===== src/rtl/cmac_bp_pkg.sv =====
// Shared types and constants for the CMAC backpressure injector.
// The LFSR helpers are only used when CMAC_BP_INJ_LFSR_EN is defined.
package cmac_bp_pkg;

    typedef enum logic [1:0] {
        ST_IDLE,
        ST_PASS,
        ST_ARM,
        ST_BP
    } bp_state_e;

    // Fibonacci LFSR, x^16 + x^14 + x^13 + x^11 + 1 -> taps on bits 15, 13, 12, 10.
    localparam logic [15:0] LFSR_SEED = 16'hACE1;
    localparam logic [15:0] LFSR_POLY = 16'hB400;

    function automatic logic [15:0] lfsr_next(input logic [15:0] v);
        return {v[14:0], ^(v & LFSR_POLY)};
    endfunction

endpackage


===== src/rtl/cmac_bp_lfsr.sv =====
// 16-bit pseudo-random source for length jitter; steps once per advance pulse.
module cmac_bp_lfsr
    import cmac_bp_pkg::*;
(
    input  logic        clk,
    input  logic        reset,
    input  logic        advance,
    output logic [15:0] value
);

    // Reload the seed on reset so every run after reset sees the same sequence.
    always_ff @(posedge clk) begin
        if (reset)        value <= LFSR_SEED;
        else if (advance) value <= lfsr_next(value);
    end

endmodule


===== src/rtl/cmac_bp_injector.sv =====
// AXI-stream backpressure injector: passes the stream through and periodically
// forces s_axis_tready / m_axis_tvalid low for a configurable number of cycles.
// Optional random length extension: define CMAC_BP_INJ_LFSR_EN.
module cmac_bp_injector
    import cmac_bp_pkg::*;
#(
    parameter int DW    = 512,
    parameter int CNT_W = 32
) (
    input  logic              clk,
    input  logic              reset,
    input  logic [DW-1:0]     s_axis_tdata,
    input  logic [DW/8-1:0]   s_axis_tkeep,
    input  logic              s_axis_tlast,
    input  logic              s_axis_tvalid,
    output logic              s_axis_tready,
    output logic [DW-1:0]     m_axis_tdata,
    output logic [DW/8-1:0]   m_axis_tkeep,
    output logic              m_axis_tlast,
    output logic              m_axis_tvalid,
    input  logic              m_axis_tready,
    input  logic [CNT_W-1:0]  cfg_bp_length,
    input  logic [CNT_W-1:0]  cfg_bp_interval,
    input  logic [CNT_W-1:0]  cfg_bp_count,
    input  logic [15:0]       cfg_len_mask,
    input  logic              start,
    input  logic              stop,
    output logic              busy,
    output logic              bp_active,
    output logic [CNT_W-1:0]  events_done
);

    bp_state_e        state;
    logic             start_q, stop_q;
    logic [CNT_W-1:0] int_cnt, bp_cnt;
    logic [CNT_W-1:0] len_q, ivl_q, cnt_q;
    logic [CNT_W-1:0] eff_len, ev_inc;
    logic             start_edge, stop_edge, arm_ok, ev_fire, run_done, bp_gate;

    assign start_edge = start & ~start_q;
    assign stop_edge  = stop & ~stop_q;

    // Gating drops as soon as reset is seen, without waiting for the state flop.
    assign bp_gate   = (state == ST_BP) & ~reset;
    assign bp_active = bp_gate;
    assign busy      = (state != ST_IDLE) & ~reset;

    assign s_axis_tready = m_axis_tready & ~bp_gate;
    assign m_axis_tvalid = s_axis_tvalid & ~bp_gate;
    assign m_axis_tdata  = s_axis_tdata;
    assign m_axis_tkeep  = s_axis_tkeep;
    assign m_axis_tlast  = s_axis_tlast;

    // Never withdraw a beat that is being offered but not yet accepted.
    assign arm_ok = ~(s_axis_tvalid & ~m_axis_tready);

    // An event completes on the last BP cycle, or straight out of ARM for a zero length.
    assign ev_fire = ~stop_edge &
                     (((state == ST_ARM) & arm_ok & (eff_len == '0)) |
                      ((state == ST_BP) & (bp_cnt <= CNT_W'(1))));

    assign ev_inc   = (&events_done) ? events_done : events_done + CNT_W'(1);
    assign run_done = (cnt_q != '0) & (ev_inc == cnt_q);

`ifdef CMAC_BP_INJ_LFSR_EN
    logic [15:0]    lfsr_val, mask_q;
    logic [CNT_W:0] len_sum;

    cmac_bp_lfsr u_lfsr (
        .clk     (clk),
        .reset   (reset),
        .advance (ev_fire),
        .value   (lfsr_val)
    );

    assign len_sum = {1'b0, len_q} + (CNT_W+1)'(lfsr_val & mask_q);
    assign eff_len = len_sum[CNT_W] ? '1 : len_sum[CNT_W-1:0];

    // Jitter mask is latched alongside the rest of the run configuration.
    always_ff @(posedge clk) begin
        if (reset)                                      mask_q <= '0;
        else if (state == ST_IDLE && start_edge && !stop_edge) mask_q <= cfg_len_mask;
    end
`else
    logic unused_mask;
    assign unused_mask = ^cfg_len_mask;
    assign eff_len     = len_q;
`endif

    // Control FSM: IDLE -> PASS (interval) -> ARM (wait for safe point) -> BP (length).
    always_ff @(posedge clk) begin
        if (reset) begin
            state       <= ST_IDLE;
            start_q     <= 1'b0;
            stop_q      <= 1'b0;
            int_cnt     <= '0;
            bp_cnt      <= '0;
            events_done <= '0;
            len_q       <= '0;
            ivl_q       <= '0;
            cnt_q       <= '0;
        end else begin
            start_q <= start;
            stop_q  <= stop;
            if (stop_edge) begin
                state <= ST_IDLE;
            end else if (ev_fire) begin
                events_done <= ev_inc;
                if (run_done) begin
                    state <= ST_IDLE;
                end else begin
                    state   <= ST_PASS;
                    int_cnt <= ivl_q;
                end
            end else begin
                case (state)
                    ST_IDLE: if (start_edge) begin
                        events_done <= '0;
                        int_cnt     <= cfg_bp_interval;
                        len_q       <= cfg_bp_length;
                        ivl_q       <= cfg_bp_interval;
                        cnt_q       <= cfg_bp_count;
                        state       <= ST_PASS;
                    end
                    // Leave when the count steps down to 1; 0 and 1 both leave at once.
                    ST_PASS: begin
                        if (int_cnt < CNT_W'(3)) state <= ST_ARM;
                        if (int_cnt != '0)       int_cnt <= int_cnt - CNT_W'(1);
                    end
                    ST_ARM: if (arm_ok) begin
                        bp_cnt <= eff_len;
                        state  <= ST_BP;
                    end
                    ST_BP:   bp_cnt <= bp_cnt - CNT_W'(1);
                    default: state <= ST_IDLE;
                endcase
            end
        end
    end

endmodule


===== config.mk =====
export PLATFORM = sky130hd
export DESIGN_NAME = cmac_bp_injector
export DESIGN_NICKNAME = d
export VERILOG_FILES = /design/src/rtl/cmac_bp_pkg.sv /design/src/rtl/cmac_bp_lfsr.sv /design/src/rtl/cmac_bp_injector.sv
export SDC_FILE = /design/constraint.sdc
export NUM_CORES = 1
export LEC_CHECK = 0
export ABC_CLOCK_PERIOD_IN_PS = 3200
export CAP_MARGIN = 10
export CORE_AREA = 2 2 513 515
export CTS_CLUSTER_SIZE = 40
export DETAILED_ROUTE_END_ITERATION = 8
export DIE_AREA = 0 0 515 517
export DONT_BUFFER_PORTS = 1
export HOLD_SLACK_MARGIN = 0.03
export PLACE_DENSITY = 0.3
export REMOVE_ABC_BUFFERS = 1
export SLEW_MARGIN = 40
export SYNTH_ARGS = -nofsm -noshare
export SYNTH_HDL_FRONTEND = slang
export SYNTH_SLANG_ARGS = --single-unit

===== constraint.sdc =====
create_clock -name clk -period 3.2 [get_ports clk]
set_input_delay 0.32 -clock clk [delete_from_list [all_inputs] [get_ports clk]]
set_output_delay 0.32 -clock clk [all_outputs]
set_load 0.01 [all_outputs]

# [After elaboration in Yosys (flattened, before gate mapping)]
# Cells that the tools add are included.
[totals] inputBits=695 register_bits=196 out_inout_bits=613
[classes] muxes=17 n_reduce_logical=17 magnitude_cmp=2 bitwise=21 n_addsub=3 eq_ne=10
[op_table] operator="32-bit 2-to-1 mux" n=9
[op_table] operator="32-bit one-hot mux with 2 select lines" n=2
[op_table] operator="32-bit nonzero test" n=2
[op_table] operator="32-bit by 1-bit subtractor with 32-bit output (second input constant)" n=2
[op_table] operator="32-bit by 1-bit adder with 32-bit output (second input constant)" n=1
[op_table] operator="32-bit equality test" n=1
[op_table] operator="32-bit by 1-bit <= comparator with 1-bit output (second input constant)" n=1
[op_table] operator="32-bit logical NOT" n=1
[op_table] operator="32-bit by 2-bit less-than comparator with 1-bit output (second input constant)" n=1
[op_table] operator="32-bit AND reduction" n=1
[op_table] operator="1-bit bitwise AND" n=12
[op_table] operator="3-bit != test (second input constant)" n=4
[op_table] operator="4-bit AND reduction" n=3
[op_table] operator="2-bit 2-to-1 mux" n=4
[op_table] operator="1-bit NOT" n=8
[op_table] operator="2-bit nonzero test" n=4
[op_table] operator="2-bit one-hot mux with 3 select lines" n=1
[op_table] operator="5-bit AND reduction" n=1
[op_table] operator="2-bit equality test (second input constant)" n=2
[op_table] operator="2-bit != test (second input constant)" n=2
[op_table] operator="4-bit nonzero test" n=1
[op_table] operator="3-bit AND reduction" n=1
[op_table] operator="3-bit nonzero test" n=1
[op_table] operator="2-bit by 1-bit equality test with 1-bit output (second input constant)" n=1
[op_table] operator="other kinds (4)" n=4

# [Depth between registers and ports, before layout]
[logic_depth] ltp_word=9 mapped_depth=13

# [Worst setup path before layout]
# OpenSTA, ideal clock, no wires.
[synth_path] path_type="flip-flop to flip-flop" start="register events_done[1]" end="register int_cnt[10]" setup_slack_ps=-336 period_less_slack_ps=3536 path_buffers=2 path_stages_with_launch=13 t_required_ps=3077 arrival_ps=3412 cell_sequence="dfxtp_1 > ha_1 > and3_1 > clkbuf_1 > nand3_1 > nor3_1 > nor4_1 > xnor2_1 > a211oi_1 > nand4_1 > o21ai_4 > buf_6 > mux2_1"
[synth_between] elab_chain_len=6 elab_cells_between_ends=7 classes_between="1 x add/sub; 2 x eq/ne; 1 x mux; 1 x bitwise; 2 x reduce/logical"
[synth_rtl] item="start: declaration" line_no="cmac_bp_injector.sv:30" text="output logic [CNT_W-1:0] events_done"
[synth_rtl] item="start signal: assignment" line_no="cmac_bp_injector.sv:108" text="events_done <= ev_inc;"
[synth_rtl] item="32-bit by 1-bit adder with 32-bit output / 32-bit AND reduction (equally long branches)" line_no="cmac_bp_injector.sv:62" text="assign ev_inc = (&events_done) ? events_done : events_done + CNT_W'(1);"
[synth_rtl] item="32-bit 2-to-1 mux (*)" line_no="cmac_bp_injector.sv:62"
[synth_rtl] item="32-bit equality test (*)" line_no="cmac_bp_injector.sv:63" text="assign run_done = (cnt_q != '0) & (ev_inc == cnt_q);"
[synth_rtl] item="1-bit bitwise AND (*)" line_no="cmac_bp_injector.sv:63"
[synth_rtl] item="2-bit != test (no line) (*)"
[synth_rtl] item="5-bit AND reduction (no line) (*)"
[synth_rtl] item="end signal: assignment" line_no="cmac_bp_injector.sv:113" text="int_cnt <= ivl_q;"
[synth_rtl] item="end signal: assignment" line_no="cmac_bp_injector.sv:119" text="int_cnt <= cfg_bp_interval;"
[synth_rtl] item="end signal: assignment" line_no="cmac_bp_injector.sv:128" text="if (int_cnt != '0) int_cnt <= int_cnt - CNT_W'(1);"
[synth_rtl] item="end: declaration" line_no="cmac_bp_injector.sv:35" text="logic [CNT_W-1:0] int_cnt, bp_cnt;"
# Every way passes the cells marked *; elsewhere a longest branch is shown, timed or not.
# A chain may end at the register's enable or synchronous reset.

# [Final worst setup path]
[layout_path] start="register bp_cnt[4]" end="register int_cnt[3]"
[layout_between] elab_chain_len=6 elab_cells_between_ends=10 classes_between="1 x order compare; 3 x eq/ne; 1 x mux; 3 x bitwise; 2 x reduce/logical"
[layout_rtl] item="start: declaration" line_no="cmac_bp_injector.sv:35"
[layout_rtl] item="start signal: assignment" line_no="cmac_bp_injector.sv:131" text="bp_cnt <= eff_len;"
[layout_rtl] item="start signal: assignment" line_no="cmac_bp_injector.sv:134" text="ST_BP: bp_cnt <= bp_cnt - CNT_W'(1);"
[layout_rtl] item="32-bit by 1-bit <= comparator with 1-bit output (*)" line_no="cmac_bp_injector.sv:60" text="((state == ST_BP) & (bp_cnt <= CNT_W'(1))));"
[layout_rtl] item="1-bit bitwise AND (*)" line_no="cmac_bp_injector.sv:60"
[layout_rtl] item="1-bit bitwise OR (*)" line_no="cmac_bp_injector.sv:59" text="(((state == ST_ARM) & arm_ok & (eff_len == '0)) |"
[layout_rtl] item="1-bit bitwise AND (*)" line_no="cmac_bp_injector.sv:58" text="assign ev_fire = ~stop_edge &"
[layout_rtl] item="3-bit != test (no line), or another cell as far along"
[layout_rtl] item="5-bit AND reduction (no line)"
# Marked as above.

==> summary.txt <==
Synth
  – Syn. warnings: 0
  – FFs w/ async S/R, synth: 0%
  – Xor-xnor portion of the synthesized cell area: 4.021%
  – Synthesis-stage register bit count: 196
  – Post-synthesis cell count: 2,126
  – Synth Area in Simple Gates: between 20% and 30%
  – Adder-Cell Fraction of Synth Area: less than 1%
  – Multiplexer share of the synthesized area: roughly 2.3%
  – Post-synth EDFFs: 0
  – Compound-Gate Fraction of Synth Area: 15.19%
  – Sequential share of the synthesized area: 25.02%
  – Share of the synthesized area in the top cell type: around 28%
  – Mapped cell area: 15,680 um^2
  – Synth cell types: 66
  – Mean Syn Cell Area: 7.376 um^2
  – Main synth FF type: dfxtp_1
  – Dominant cells by area after synthesis: buf_4, dfxtp_1, nand2_1, a21oi_1, nor2_1
  – Main combinational cell family by area after synthesis: buffers and inverters
  – Yosys top cell by area: buf_4

Placement
  – Pre-CTS setup slack: -584.2 ps
  – Placer congestion estimate: 1.465
  – Placed cell area: 17,720 um^2
  – Buffers on Ports: 0
  – DP Wirelength: 437,000 um

Timing
  – Worst Hold Slack: about 120 ps
  – Period utilization: 108.8%
  – Clk_skew: 29.24 ps
  – Max_slew headroom: a little over two fifths
  – Worst-Margin Slew: roughly 860 ps
  – Max Freq: 0.2872 GHz
  – TNS Setup: -8008 ps
  – RSZ-0062 raised after global routing: true
  – Final setup fails: 32
  – Min Tclk post-route: 3482 ps
  – Setup ws final: -282.0 ps
  – Final hold vios: 0
  – Fin. max-slew vios: 0

Routing
  – Vias per inst: 3.352
  – Drt drc: 0
  – Antenna Nets Post-Route: 0
  – Vias: 17,898
  – Post-Route WL: roughly 460,000 um
  – Drt wl/cell: about 86 um
  – Drt pass-1 iters: 7
  – Initial drt markers: between 2,000 and 2,500

Power and ir drop
  – Leak Pwr: 6.407 nW
  – Cell Int Power: 4.520 mW
  – VDD IR max: 0.4877 mV
  – Pwr dens: 352.7 nW/um^2
  – Switching share of power: 36.39%
  – Seq pwr share: 37.6%
  – NetSw: between 2 and 3 mW
  – Clock network fraction of total power: 37.1%
  – Comb pwr share: 25.3%

Setup path
  – R2R Path End: int_cnt[3]$_SDFFE_PP0P_
  – R2R depth: 14
  – Crit path kind: reg2reg
  – Chain of cells forming the critical path: nor4_4, buf_4, nand4b_1, buf_4, nor4_4, buf_4, o21a_4, nor4b_4, nand4_1, a2111o_1, o21ai_4, buf_6, buf_12, mux2_4
  – Critical Path AT: 3920 ps
  – Flop-to-flop setup slack: -280 ps
  – Crit-path slowest cell: a2111o_1
  – Worst path required time: 3640 ps
  – Critical path launch point: bp_cnt[4]$_SDFFE_PP0P_
  – Worst setup EP type: flop
  – Critical Path Most Common Cell: buf_4
  – Reg-to-Reg Start: bp_cnt[4]$_SDFFE_PP0P_
  – Family with the most delay on the worst path: simple AND/OR/NAND/NOR gates
  – CP Launch Type: flop
  – Max FO, Critical Path: 7
  – Worst stage delay on the critical path: roughly 500 ps
  – Worst Path Buf+Inv: 5

Run
  – Max-capacitance violation count: 0

Die
  – Core Region: between 200,000 and 300,000 um^2
  – Io pins: between 1,000 and 1,500
  – Starting density of the core: roughly 6%
  – Die Ht: between 500 and 600 um
  – Row count: 188
  – Die area: 266,300 um^2
  – Die width: 515 um

Clock network
  – CTS tree: done
  – H-tree levels: 4
  – Clock Tree Buf Depth: 2
  – Worst-skew pair later-pin latency: between 500 and 600 ps
  – Root buffer cell: clkbuf_16
  – Clk slew on worst S/H paths: ~110 ps
  – TritonCTS Buffers: 17
  – TritonCTS sink count: 196

Run status
  – Failing checks: setup timing
  – Status: complete, but fails checks

Finish
  – Final nets: 2,603
  – Post-route design area: 20,150 um^2
  – Share of cells above drive strength 1: roughly 25%
  – Synth-to-layout area growth: 28.48%
  – Final design utilization: 7.716%

Min path
  – Hold EP: int_cnt[6]$_SDFFE_PP0P_
  – Worst min-delay path class: in2reg
  – Worst hold stages: 2
  – Hold path start: reset

Global routing
  – Total GRT Usage: 33.52%
  – Total grt overflow: 0
  – Vias in the first global route: roughly 15,000
  – Initial antenna violation count: 26
  – Largest net degree at the start of global routing: 85
  – First-pass GRT wire length: 491,800 um
## worst register-to-register path: stages, from the launching register on
cell	delay, ps
dfxtp_2	340
nor4_4	280
buf_4	160
nand4b_1	120
buf_4	190
nor4_4	260
buf_4	150
o21a_4	200
nor4b_4	240
nand4_1	170
a2111o_1	500
o21ai_4	200
buf_6	140
buf_12	140
mux2_4	300
## power groups by stage
stage	Sequential [mW]	Clock, mW	Combinational, mW
3_3_place_gp	2.73	0	1.52
3_5_place_dp	2.73	0	1.51
6_report	2.67	2.63	1.80
4_1_cts	2.67	2.71	1.81
5_1_grt	2.69	2.76	1.95
2_1_floorplan	2.71	0	0.865
## how the worst max path moves through the flow
stage / endpoint / slack [ps] / cells after the start
after floorplan: cnt_q[0]$_SDFFE_PP0P_ / -2590 / 9
after global placement: int_cnt[0]$_SDFFE_PP0P_ / -630 / 12
after detailed placement: int_cnt[24]$_SDFFE_PP0P_ / -580 / 13
after CTS: int_cnt[25]$_SDFFE_PP0P_ / -390 / 14
after global routing: int_cnt[5]$_SDFFE_PP0P_ / -370 / 13
final: int_cnt[3]$_SDFFE_PP0P_ / -280 / 14
## cells by family (layout without fill, tap and decap cells)
family,after synthesis,in the layout
buffers and inverters,710,494
adders and majority gates,11,11
other,0,10
muxes,33,33
and+or+nand+nor,705,705
AOI/OAI and AO/OA,399,399
xor gates and xnor gates,72,72
DFF,196,196
## routing by layer
metal / vias up / routed length [um] / track usage, %
li1: 6191 / - / -
met1: 7863 / 37190 / 6.892
met2: 3141 / 218000 / 56.81
met3: 563 / 131200 / 45.60
met4: 140 / 60770 / 35.54
met5: - / 12950 / 35.09
## metrics by stage
step / total power, mW / std cells
2_1_floorplan: 3.573 / 1438
6_report: 7.106 / 5340
3_5_place_dp: 4.245 / 5175
5_1_grt: 7.396 / 5334
3_3_place_gp: 4.250 / 5175
4_1_cts: 7.198 / 5328
## registers in the layout (all words and copies together), names as in the netlist
signal       flops
ivl_q           32
state            2
int_cnt         32
eff_len         32
cnt_q           32
start_q          1
stop_q           1
events_done     32
bp_cnt          32
## cell usage after synthesis, drive strengths merged, types with 3 or more instances
library cell,instances
nor4,37
o31ai,8
or3,20
a31oi,11
and3,12
o211ai,6
a21oi,199
o22ai,14
nand2,293
nor4b,4
nor3,51
buf,602
xor2,24
nand4b,5
clkbuf,86
a211oi,50
a311oi,3
and4,5
a21boi,4
nand3,37
o21a,8
xnor2,48
or2,6
a22oi,9
mux2i,6
nand2b,14
a2111oi,3
o2bb2ai,9
nor2,130
and2,4
ha,11
dfxtp,196
nand3b,14
nand4,24
mux2,27
o21ai,57
inv,22
or4,10
nor2b,36
## final cells by class
cell class	instances	area, um^2
Antenna cell	10	25.02
Clock buffer	17	425.4
Clock inverter	15	229.0
Fill cell	30645	241000
Inverter	22	82.58
Multi-Input combinational cell	1220	7331
Sequential cell	196	3959
Tap cell	3420	4279
Timing Repair Buffer	440	3816
## layout by cell type, fill, tap and decap left out, types with 7 or more instances in the layout
master and count:
a211oi_1 47, a21oi_1 196, a22oi_1 9, a31oi_1 11, and3_1 12, buf_12 12
buf_4 305, buf_6 20, clkbuf_16 17, dfxtp_1 178, dfxtp_2 13, diode_2 10
dlygate4sd3_1 100, ha_1 7, inv_1 21, mux2_1 12, mux2_4 14, nand2_1 291
nand2b_1 14, nand3_1 31, nand3b_1 14, nand4_1 23, nor2_1 125, nor2b_1 36
nor3_1 45, nor4_1 28, nor4_4 7, o21a_1 7, o21ai_0 51, o22ai_1 14
o31ai_1 8, or3_1 18, or4_1 7, xnor2_1 46, xor2_1 24
## repair_timing
action	in CTS	in global routing
endpoints found under the setup margin	110	41
gates resized for setup	63	73
buffers inserted	17	7
hold buffers	103	0
endpoints found under the hold margin	130	0
gates cloned	2	0
pin swaps	15	27
No activity file was read; power rests on OpenSTA's default activity.
